[config.mk]
export PLATFORM = sky130hd
export DESIGN_NAME = fb_write_sched
export DESIGN_NICKNAME = d
export VERILOG_FILES = /design/src/rtl/fb_pkg.sv /design/src/rtl/fb_rect_walker.sv /design/src/rtl/fb_write_sched.sv
export SDC_FILE = /design/constraint.sdc
export NUM_CORES = 1
export LEC_CHECK = 0
export BUFFER_PORTS_ARGS = -buffer_cell sky130_fd_sc_hd__buf_4
export CORE_UTILIZATION = 58
export CTS_CLUSTER_SIZE = 25
export DETAILED_ROUTE_END_ITERATION = 6
export PLACE_DENSITY_LB_ADDON = 0.3
export SYNTH_ARGS = -nofsm -noshare
export SYNTH_HDL_FRONTEND = slang
export SYNTH_HIERARCHICAL = 1
export SYNTH_SLANG_ARGS = --single-unit
[constraint.sdc]
create_clock -name clk -period 4.44 [get_ports clk]
set_input_delay 0.666 -clock clk [delete_from_list [all_inputs] [get_ports clk]]
set_output_delay 0.666 -clock clk [all_outputs]
set_load 0.05 [all_outputs]
[src/rtl/fb_pkg.sv]
// rtl/fb_pkg.sv - shared constants, state encoding and rectangle command types for the frame-buffer write scheduler
package fb_pkg;
    localparam int H_LEN   = 200;
    localparam int V_LEN   = 150;
    localparam int AW      = 15;
    localparam int CW      = 12;
    localparam int FB_SIZE = H_LEN * V_LEN;
    localparam int STARVE  = 8;
    localparam int SW      = 4;

    typedef enum logic {
        ST_IDLE = 1'b0,
        ST_FILL = 1'b1
    } state_e;

    typedef struct packed {
        logic [7:0] x;
        logic [7:0] y;
        logic [7:0] w;
        logic [7:0] h;
    } rect_geom_t;

    typedef struct packed {
        rect_geom_t    geom;
        logic [CW-1:0] rgb;
    } rect_cmd_t;

    // A rectangle with no area or starting off-screen produces no writes at all.
    function automatic logic rect_is_degenerate(input rect_geom_t g);
        return (g.w == 8'd0) || (g.h == 8'd0) || (g.x >= 8'(H_LEN)) || (g.y >= 8'(V_LEN));
    endfunction
endpackage

[src/rtl/fb_rect_walker.sv]
// rtl/fb_rect_walker.sv - clips a rectangle at load and walks it row-major with an incremental address
module fb_rect_walker
    import fb_pkg::*;
(
    input  logic          clk,
    input  logic          rst,
    input  logic          load_i,
    input  rect_geom_t    geom_i,
    input  logic          advance_i,
    output logic [AW-1:0] addr_o,
    output logic          last_o
);
    localparam logic [AW-1:0] ROW_STEP = AW'(H_LEN);

    logic [7:0]    w_q, h_q, col_q, row_q;
    logic [7:0]    w_d, h_d, col_d, row_d;
    logic [AW-1:0] addr_q, addr_d, row_base_q, row_base_d;
    logic [7:0]    w_room, h_room, w_eff, h_eff;
    logic [AW-1:0] y_ext, start_addr;

    always_comb begin
        w_room     = 8'(H_LEN) - geom_i.x;
        h_room     = 8'(V_LEN) - geom_i.y;
        w_eff      = (geom_i.w < w_room) ? geom_i.w : w_room;
        h_eff      = (geom_i.h < h_room) ? geom_i.h : h_room;
        // y*200 as y*128 + y*64 + y*8
        y_ext      = {{(AW-8){1'b0}}, geom_i.y};
        start_addr = (y_ext << 7) + (y_ext << 6) + (y_ext << 3) + {{(AW-8){1'b0}}, geom_i.x};

        w_d        = w_q;
        h_d        = h_q;
        col_d      = col_q;
        row_d      = row_q;
        addr_d     = addr_q;
        row_base_d = row_base_q;
        if (load_i) begin
            w_d        = w_eff;
            h_d        = h_eff;
            col_d      = 8'd0;
            row_d      = 8'd0;
            addr_d     = start_addr;
            row_base_d = start_addr;
        end else if (advance_i) begin
            if (col_q == w_q - 8'd1) begin
                col_d      = 8'd0;
                row_d      = row_q + 8'd1;
                row_base_d = row_base_q + ROW_STEP;
                addr_d     = row_base_q + ROW_STEP;
            end else begin
                col_d  = col_q + 8'd1;
                addr_d = addr_q + AW'(1);
            end
        end
    end

    always_ff @(posedge clk) begin
        if (rst) begin
            w_q        <= 8'd0;
            h_q        <= 8'd0;
            col_q      <= 8'd0;
            row_q      <= 8'd0;
            addr_q     <= '0;
            row_base_q <= '0;
        end else begin
            w_q        <= w_d;
            h_q        <= h_d;
            col_q      <= col_d;
            row_q      <= row_d;
            addr_q     <= addr_d;
            row_base_q <= row_base_d;
        end
    end

    assign addr_o = addr_q;
    assign last_o = (col_q == w_q - 8'd1) && (row_q == h_q - 8'd1);
endmodule

[src/rtl/fb_write_sched.sv]
// rtl/fb_write_sched.sv - shares the frame-buffer write port between single-pixel writes and a rectangle-fill engine
module fb_write_sched
    import fb_pkg::*;
(
    input  logic          clk,
    input  logic          rst,
    input  logic          px_valid,
    output logic          px_ready,
    input  logic [AW-1:0] px_addr,
    input  logic [CW-1:0] px_rgb,
    input  logic          cmd_valid,
    output logic          cmd_ready,
    input  logic [7:0]    cmd_x,
    input  logic [7:0]    cmd_y,
    input  logic [7:0]    cmd_w,
    input  logic [7:0]    cmd_h,
    input  logic [CW-1:0] cmd_rgb,
    output logic          busy,
    output logic          done,
    output logic [AW-1:0] addr,
    output logic [CW-1:0] inrgb,
    output logic          we
);
    state_e        state_q, state_d;
    logic [SW-1:0] starve_q, starve_d;
    logic          we_q, we_d, busy_q, busy_d, done_q, done_d, fill_end_q, fill_end_d;
    logic [AW-1:0] addr_q, addr_d;
    logic [CW-1:0] rgb_q, rgb_d, fill_rgb_q, fill_rgb_d;
    rect_cmd_t     cmd;
    logic          fill_st, fill_issue, cmd_accept, cmd_degen, walk_last;
    logic [AW-1:0] walk_addr;

    fb_rect_walker u_walker (
        .clk       (clk),
        .rst       (rst),
        .load_i    (cmd_accept & ~cmd_degen),
        .geom_i    (cmd.geom),
        .advance_i (fill_issue),
        .addr_o    (walk_addr),
        .last_o    (walk_last)
    );

    always_comb begin
        cmd        = {cmd_x, cmd_y, cmd_w, cmd_h, cmd_rgb};
        fill_st    = (state_q == ST_FILL);
        px_ready   = px_valid & ~(fill_st & (starve_q == SW'(STARVE)));
        fill_issue = fill_st & ~px_ready;
        cmd_accept = cmd_valid & ~fill_st;
        cmd_degen  = rect_is_degenerate(cmd.geom);

        state_d    = state_q;
        starve_d   = starve_q;
        we_d       = 1'b0;
        addr_d     = addr_q;
        rgb_d      = rgb_q;
        fill_rgb_d = fill_rgb_q;
        busy_d     = fill_st;
        // fill completion is delayed one cycle so done follows the last write
        done_d     = fill_end_q | (cmd_accept & cmd_degen);
        fill_end_d = 1'b0;

        if (px_ready) begin
            if (px_addr < AW'(FB_SIZE)) begin
                we_d   = 1'b1;
                addr_d = px_addr;
                rgb_d  = px_rgb;
            end
        end else if (fill_issue) begin
            we_d   = 1'b1;
            addr_d = walk_addr;
            rgb_d  = fill_rgb_q;
        end

        if (fill_st) begin
            starve_d = px_ready ? starve_q + SW'(1) : '0;
            if (fill_issue && walk_last) begin
                state_d    = ST_IDLE;
                fill_end_d = 1'b1;
            end
        end else begin
            starve_d = '0;
            if (cmd_accept && !cmd_degen) begin
                state_d    = ST_FILL;
                fill_rgb_d = cmd.rgb;
            end
        end
    end

    always_ff @(posedge clk) begin
        if (rst) begin
            state_q    <= ST_IDLE;
            starve_q   <= '0;
            we_q       <= 1'b0;
            addr_q     <= '0;
            rgb_q      <= '0;
            fill_rgb_q <= '0;
            busy_q     <= 1'b0;
            done_q     <= 1'b0;
            fill_end_q <= 1'b0;
        end else begin
            state_q    <= state_d;
            starve_q   <= starve_d;
            we_q       <= we_d;
            addr_q     <= addr_d;
            rgb_q      <= rgb_d;
            fill_rgb_q <= fill_rgb_d;
            busy_q     <= busy_d;
            done_q     <= done_d;
            fill_end_q <= fill_end_d;
        end
    end

    assign cmd_ready = (state_q == ST_IDLE);
    assign busy      = busy_q;
    assign done      = done_q;
    assign addr      = addr_q;
    assign inrgb     = rgb_q;
    assign we        = we_q;
endmodule

# --- After elaboration in Yosys (flattened, before gate mapping) ---
# Index checks and enable logic that the tools add are counted.
classes:
  add_sub_neg: 12
  magnitude_cmp: 5
  eq_ne: 4
  mux: 22
  bitwise_logic: 11
  reduce_logical: 19
ops:
  columns: ["op", "n"]
  rows:
  - ["2-to-1 mux 15 bit", 9]
  - ["2-to-1 mux 12 bit", 3]
  - ["2-to-1 mux 8 bit", 3]
  - ["adder 8 x 1 -> 8 bit, second input constant", 2]
  - ["equality test 8 bit", 2]
  - [">= comparator 8 bit, second input constant", 2]
  - ["logical NOT 8 bit", 2]
  - ["< comparator 8 bit", 2]
  - ["subtractor 8 x 1 -> 8 bit, second input constant", 2]
  - ["subtractor 8 bit, first input constant", 2]
  - ["adder 15 x 1 -> 15 bit, second input constant", 1]
  - ["adder 15 x 11 -> 15 bit", 1]
  - ["adder 15 x 14 -> 15 bit", 1]
  - ["adder 15 x 8 -> 15 bit", 1]
  - ["adder 15 x 8 -> 15 bit, second input constant", 1]
  - ["< comparator 15 bit, second input constant", 1]
  - ["AND reduction 2 bit", 4]
  - ["2-to-1 mux 1 bit", 7]
  - ["AND 1 bit", 6]
  - ["nonzero test 2 bit", 3]
  - ["adder 4 x 1 -> 4 bit, second input constant", 1]
  - ["equality test 4 bit, second input constant", 1]
  - ["NOT 1 bit", 4]
  - ["OR reduction 2 bit", 2]
  - ["6 further kinds", 10]
totals:
  ff_bits: 110
  input_bits: 75
  output_inout_bits: 32
  word_cells: 88

# --- Depth between registers and ports, before layout ---
# Gate-level depths: netlist (run 1).
depth:
  word_depth: 9
  depth_mapped: 14
  depth_no_buf: 13

# --- Cells and area by module ---
# The synthesis (run 1) kept the hierarchy.
by_module_without_submodules:
  columns: ["mod", "instances", "cells_each", "area_per_inst_um2"]
  rows:
  - ["fb_rect_walker", 1, 628, 5165.0]
  - ["fb_write_sched", 1, 233, 2248.4]

# --- Least setup slack after synthesis (run 1) ---
# OpenSTA, ideal clock, no wires.
synth_timing:
  kind: "input -> register"
  startpoint: "input port cmd_y[3]"
  endpoint: "register u_walker.addr_q[13] (netlist: u_walker/addr_o[13])"
  setup_ns: 0.103
  t_arrival_ns: 3.330
  required_ns: 4.337
  slack_ns: 1.006
  path_stages: 12
  path_cell_list: "inv_1 > fa_1 > inv_1 > ha_1 > fa_1 > a21o_1 > a21oi_1 > o21bai_1 > o22a_1 > xor2_1 > a21oi_1 > a2111oi_2"
synth_via:
  elab_chain_len: 5
  elab_cells_between_ends: 9
  classes_between: "3 x add/sub; 1 x order compare; 1 x mux; 2 x bitwise; 2 x reduce/logical"
synth_rtl:
  columns: ["element", "line", "rtl"]
  rows:
  - ["start: declaration", "fb_write_sched.sv:14", "input logic [7:0] cmd_y,"]
  - ["parallel branches: the longest is 5 deep, another holds adder 15 x 14 -> 15 bit", null, null]
  - ["end signal: assignment", "fb_rect_walker.sv:69", "addr_q <= addr_d;"]
  - ["end: declaration", "fb_rect_walker.sv:17", "logic [AW-1:0] addr_q, addr_d, row_base_q, row_base_d;"]
# Several ways; the timed one is not identified.
# A chain may end at the register's enable or synchronous reset.

# --- Final worst setup path (run 1) ---
# Same ends and word-level chain as after synthesis.

==> results of run 1 <==
[synthesized netlist by cell type (23+ instances only)]
cell,instances,area share
mux2i_1,23,0.031
nand2_1,52,0.026
a21oi_1,58,0.039
clkbuf_1,24,0.012
nand2b_1,28,0.024
dfxtp_1,110,0.30
inv_1,67,0.034
ha_1,57,0.096
o21ai_0,33,0.022
xnor2_1,44,0.052
nor2_1,74,0.037
xor2_1,36,0.043
[per-stage QoR]
stage / std cells / area [um^2] / hold WS [ns] / total power (uW)
floorplan: 861 / 7410 / 0.413 / 1770
global placement: 1106 / 8280 / 0.443 / 1970
detailed placement: 1106 / 8280 / 0.440 / 1990
CTS: 1122 / 8560 / 0.457 / 2740
global route: 1122 / 8560 / 0.485 / 2890
finish: 1122 / 8560 / 0.458 / 2740
[cells by family (layout without fill, tap and decap cells)]
logic type,count (synthesis),count (layout),synth area share
adder cells (fa/ha/maj),64,64,0.115
multiplexers,27,27,0.0371
flip-flops,110,110,0.297
buffers and inverters,109,202,0.0645
AO/OA/AOI/OAI,204,204,0.200
XOR/XNOR,80,80,0.0945
AND/OR/NAND/NOR,267,267,0.192
[power by group]
group / switching, uW / leakage [uW] / total [uW] / internal, uW
logic: 499 / 0.00248 / 855 / 355
registers: 72.3 / 0.000902 / 1130 / 1060
clock network: 370 / 0.000136 / 752 / 382
total: 941 / 0.00352 / 2740 / 1800
[registers in the layout, summed over array words and instances (netlist names), 8 cells and up]
name / flops
u_walker/addr_o: 15
u_walker/w_q: 8
fill_rgb_q: 12
u_walker/h_q: 8
u_walker/col_q: 8
u_walker/row_q: 8
u_walker/row_base_q: 15
inrgb: 12
addr: 15
[placed cells by master, fill, tap and decap left out, types with 28 or more instances in the layout]
cell,synthesis,layout
dfxtp_1,110,110
ha_1,57,57
a21oi_1,58,57
nand2_1,52,52
nor2_1,74,74
inv_1,67,67
o21ai_0,33,33
xor2_1,36,36
nand2b_1,28,28
buf_4,1,114
xnor2_1,44,44
[routing by layer]
| layer | vias to the layer above | wire (um) |
|---|---|---|
| met5 | - | 0 |
| met4 | 0 | 294 |
| met3 | 24 | 957 |
| met2 | 230 | 7750 |
| met1 | 2951 | 8210 |
| li1 | 3217 | - |
[worst paths after layout]
check	cells past startpoint	to	slack [ns]
hold reg to reg	2	done	0.46
setup / recovery	13	u_walker/addr_o[13]	1.03
hold / removal	2	done	0.46
setup reg to reg	10	busy_d	1.57
[worst max-delay path, delay by kind of cell]
family	cells	cell delay (ns)
buffers and inverters	3	0.43
XOR/XNOR	1	0.17
AO/OA/AOI/OAI	6	1.16
adder cells (fa/ha/maj)	3	1.21
[cell type report]
class	instances	area, um^2	area share
clock buffers	9	225	0.0263
well taps	168	210	0.0246
multi-input cells	642	4740	0.554
clock inverters	7	48.8	0.00570
repair buffers	114	856	0.100
inverters	72	270	0.0316
flip-flops and latches	110	2200	0.257
==> flow_summary.yaml, run 1 <==
outcome:
  status: "complete, no violations"
place:
  hpwl_um: 12700
  gp_congestion: 0.872
  dp_slack_ns: 0.683
  io_buffers: 106
route:
  antenna_left: 0
  first_pass_iters: 5
  drt-initial-drc-count: 566
  route.detailed.drc: 0
  vias_per_cell: 5.72
  vias: 6422
  routedWlPerCell_um: 15.3
  wl_um: 17200
finish:
  nFillCells: 995
  final_util: 0.701
  drive_above_1_share: 0.172
  diodes: 0
  syn_to_final_growth_pct: 15.4
  nNetsFinal: 1088
synth:
  synth_cell_types: 78
  syn-mean-instance-area_um2: 8.61
  synth_fp_nets: 1000
  netlist_area_um2: 7410
  ys_warn_count: 6
  synthArstFlopShare: 0
  syn_inst: 861
  synthFlopType: "dfxtp_1"
  yosysSeqAreaShare: 0.297
  synth_edf_count: 0
  yosys_register_bits: 110
grt:
  use_met1: 0.364
  grt.met2_usage: 0.432
  top_usage_layer: "met2"
  grt_pass1_wl_um: 28300
  grtUsageMet3: 0.0327
  grt_start_max_net_pins: 91
  grt.total_usage: 0.266
  antenna_found_initial: 0
  grt_remaining_overflow: 0
  first_global_vias: 5932
worst_hold_path:
  hold_class: "register to register"
  min-delay-start: "fill_end_q"
critical_path:
  worstReg2RegStart: "u_walker/w_q[0]"
  worstSetupPathType: "primary input to register"
  cp-start-kind: "primary input"
  cp-end-kind: "register"
  cp-startpoint: "cmd_y[3]"
  cp_data_required_time_ns: 4.68
  cp_slowest_cell: "fa_1"
  critical_path.cell_chain: "buf_4 -> inv_1 -> fa_1 -> inv_1 -> ha_1 -> fa_1 -> a21o_1 -> a21oi_1 -> o21bai_1 -> o22a_1 -> xor2_1 -> a21oi_1 -> a2111oi_2"
  slowest_delay_ns: 0.47
  critPathMaxFanout: 7
  cp.arrival_ns: 3.65
cts:
  hold_buffers: 0
  root_buffer: "clkbuf_16"
  clk_latency_ns: 0.35
  cts.clk_slew.worst_paths_ns: 0.07
  cts_tree: "built"
  clock-sinks: 110
  cts_inserted_buffers: 9
  clk_path_buf_depth: 2
  cts_setup_buffers: 0
  cts_resized: 0
  h-tree-depth: 3
timing:
  grt_setup_unrepaired: "false"
  setup_violations: 0
  drv_slew: 0
  fmax_ghz: 0.294
  min_period_ns: 3.41
  tightest_slew_ns: 0.902
  slew_headroom: 0.396
  fin_ws_ns: 1.03
  tns_ns: 0
  clock_skew_ns: 0.00923
  period_share: 0.767
  finalHoldViolations: 0
floorplanning:
  fp.dieW_um: 115
  io_pins: 107
  fp.dieH_um: 115
  die_area_um2: 13200
  initial_utilization: 0.607
  core.rowCount: 40
  core-area_um2: 12200
pwr:
  vdd_ir_drop_max_mv: 0.197
  power.leakage_uw: 0.00352
  p_per_area_nw_per_um2: 320
job:
  drv_cap: 0
(Power assumes the default switching activity.)
==> run 2: changes to the inputs <==
--- a/config.mk
+++ b/config.mk
@@ -6,7 +6,7 @@
 export NUM_CORES = 1
 export LEC_CHECK = 0
 export BUFFER_PORTS_ARGS = -buffer_cell sky130_fd_sc_hd__buf_4
-export CORE_UTILIZATION = 58
+export CORE_UTILIZATION = 53
 export CTS_CLUSTER_SIZE = 25
 export DETAILED_ROUTE_END_ITERATION = 6
 export PLACE_DENSITY_LB_ADDON = 0.3
==> constraint.sdc (replaced) <==
create_clock -name clk -period 3.12 [get_ports clk]
set_input_delay 0.468 -clock clk [delete_from_list [all_inputs] [get_ports clk]]
set_output_delay 0.468 -clock clk [all_outputs]
set_load 0.05 [all_outputs]
==> flow_summary.yaml, run 2 (synthesis gave the netlist of run 1 again) <==
place:
  dp_slack_ns: -0.191
  hpwl_um: 13500
  place_area_um2: 8680
  gp_congestion: 0.886
  io_buffers: 106
pwr:
  total_power_uw: 4110
  swShare: 0.349
  vdd_ir_drop_max_mv: 0.298
  pwr-share-clk: 0.281
  power.leakage_uw: 0.00375
  power.switching_uw: 1440
  p_comb_frac: 0.327
  p_int_uw: 2680
  sequentialPowerShare: 0.392
  p_per_area_nw_per_um2: 458
critical_path:
  timing.critical_path.mode_cell: "buf_4"
  cp_data_required_time_ns: 3.36
  slowest_delay_ns: 0.43
  cp-start-kind: "primary input"
  worstReg2RegStart: "u_walker/w_q[0]"
  worstSetupPathType: "primary input to register"
  cp-startpoint: "cmd_y[3]"
  cp-end-kind: "register"
  cp_slowest_cell: "nor2_1"
  cp.arrival_ns: 3.18
  critical_path.cell_chain: "buf_4 -> clkinvlp_4 -> buf_4 -> ha_1 -> a21oi_1 -> o21bai_1 -> xnor2_1 -> ha_1 -> a2111oi_2 -> buf_4 -> nand2_1 -> o21ai_0 -> nor2_1 -> buf_4 -> nor2_1 -> o32ai_1"
  critPathMaxFanout: 9
worst_hold_path:
  min-delay-start: "cmd_rgb[4]"
  hold_class: "primary input to register"
floorplanning:
  io_pins: 107
  die_area_um2: 14500
  fp.dieW_um: 120
  initial_utilization: 0.551
  fp.dieH_um: 120
  core.rowCount: 42
  core-area_um2: 13500
cts:
  cts_inserted_buffers: 9
  hold_buffers: 0
  cts.clk_slew.worst_paths_ns: 0.08
  cts_setup_buffers: 0
  h-tree-depth: 3
  root_buffer: "clkbuf_16"
  clk_path_buf_depth: 2
  clk_latency_ns: 0.36
  clock-sinks: 110
  cts_tree: "built"
timing:
  min_period_ns: 2.94
  whs_ns: 0.375
  clock_skew_ns: 0.0101
  fin_ws_ns: 0.182
  tns_ns: 0
  drv_slew: 0
  setup_violations: 0
  finalHoldViolations: 0
  period_share: 0.942
  fmax_ghz: 0.340
  slew_headroom: 0.485
  tightest_slew_ns: 0.770
route:
  routedWlPerCell_um: 15.3
  vias: 6632
  first_pass_iters: 5
  antenna_left: 0
  wl_um: 17900
  route.detailed.drc: 0
  vias_per_cell: 5.65
  drt-initial-drc-count: 484
finish:
  layout_commonest_cell: "buf_4"
  drive_above_1_share: 0.215
  syn_to_final_growth_pct: 21.3
  nFillCells: 1131
  design_area_um2: 8990
  final_cell_mix: "buf_4 (156), dfxtp_1 (110), nor2_1 (74)"
  diodes: 0
  nNetsFinal: 1132
grt:
  first_global_vias: 6327
  antenna_found_initial: 0
  grt_remaining_overflow: 0
  grt.total_usage: 0.255
  grt_pass1_wl_um: 30200
  grt_start_max_net_pins: 50
job:
  drv_cap: 0
outcome:
  status: "complete, no violations"
-- run 2: cell count changes in the layout (fill, tap and decap cells not counted), sizes merged --
| cell | previous run | this run |
|---|---|---|
| buf | 114 | 158 |
| clkinv | 8 | 5 |
| inv | 70 | 73 |
-- run 2: layout make-up --
type                       instances  area (um^2)  area share
clock buffer                       9          225      0.0250
timing repair buffer             158         1210       0.135
tap                              176          220      0.0245
clock inverter                     7         68.8     0.00765
multi-input combinational        642         4790       0.533
sequential                       110         2200       0.245
inverter                          72          274      0.0305
-- run 2: path summary, 6_finish.rpt --
kind	endpoint	slack, ns	cells past startpoint
max	u_walker/h_q[5]	0.18	16
min	fill_rgb_q[4]	0.37	3
max reg2reg	busy_d	0.32	10
min reg2reg	done	0.45	2
-- run 2: power groups by stage --
stage               Combinational [uW]  Clock (uW)  Sequential (uW)
global placement                  1300           0             1640
floorplan                          795           0             1740
CTS                               1330        1170             1610
detailed placement                1320           0             1640
finish                            1350        1160             1610
global route                      1480        1230             1620
-- run 2: routing by layer --
layer | wire (um) | global-route usage | vias up
met4 | 281 | 0.0725 | 0
met3 | 1060 | 0.0292 | 26
met2 | 8120 | 0.415 | 215
met5 | 0 | 0 | -
li1 | - | - | 3325
met1 | 8490 | 0.356 | 3066
-- run 2: what timing repair did --
action                                  4_1_cts  5_1_grt
resized for setup                             0        3
endpoints found under the setup margin        0        9
endpoints found under the hold margin         0        0
-- run 2: worst max-delay path, delay by kind of cell --
family                     cells  cell delay [ns]
buffers and inverters          5             0.76
and+or+nand+nor                3             0.52
adders and majority gates      2             0.43
xor gates and xnor gates       1             0.25
AOI/OAI and AO/OA              5             0.77
-- run 2: through the flow --
stage	std cells	utilization
6_report	1174	0.668
3_3_place_gp	1158	0.645
5_1_grt	1174	0.668
4_1_cts	1174	0.667
2_1_floorplan	861	-
3_5_place_dp	1158	0.645
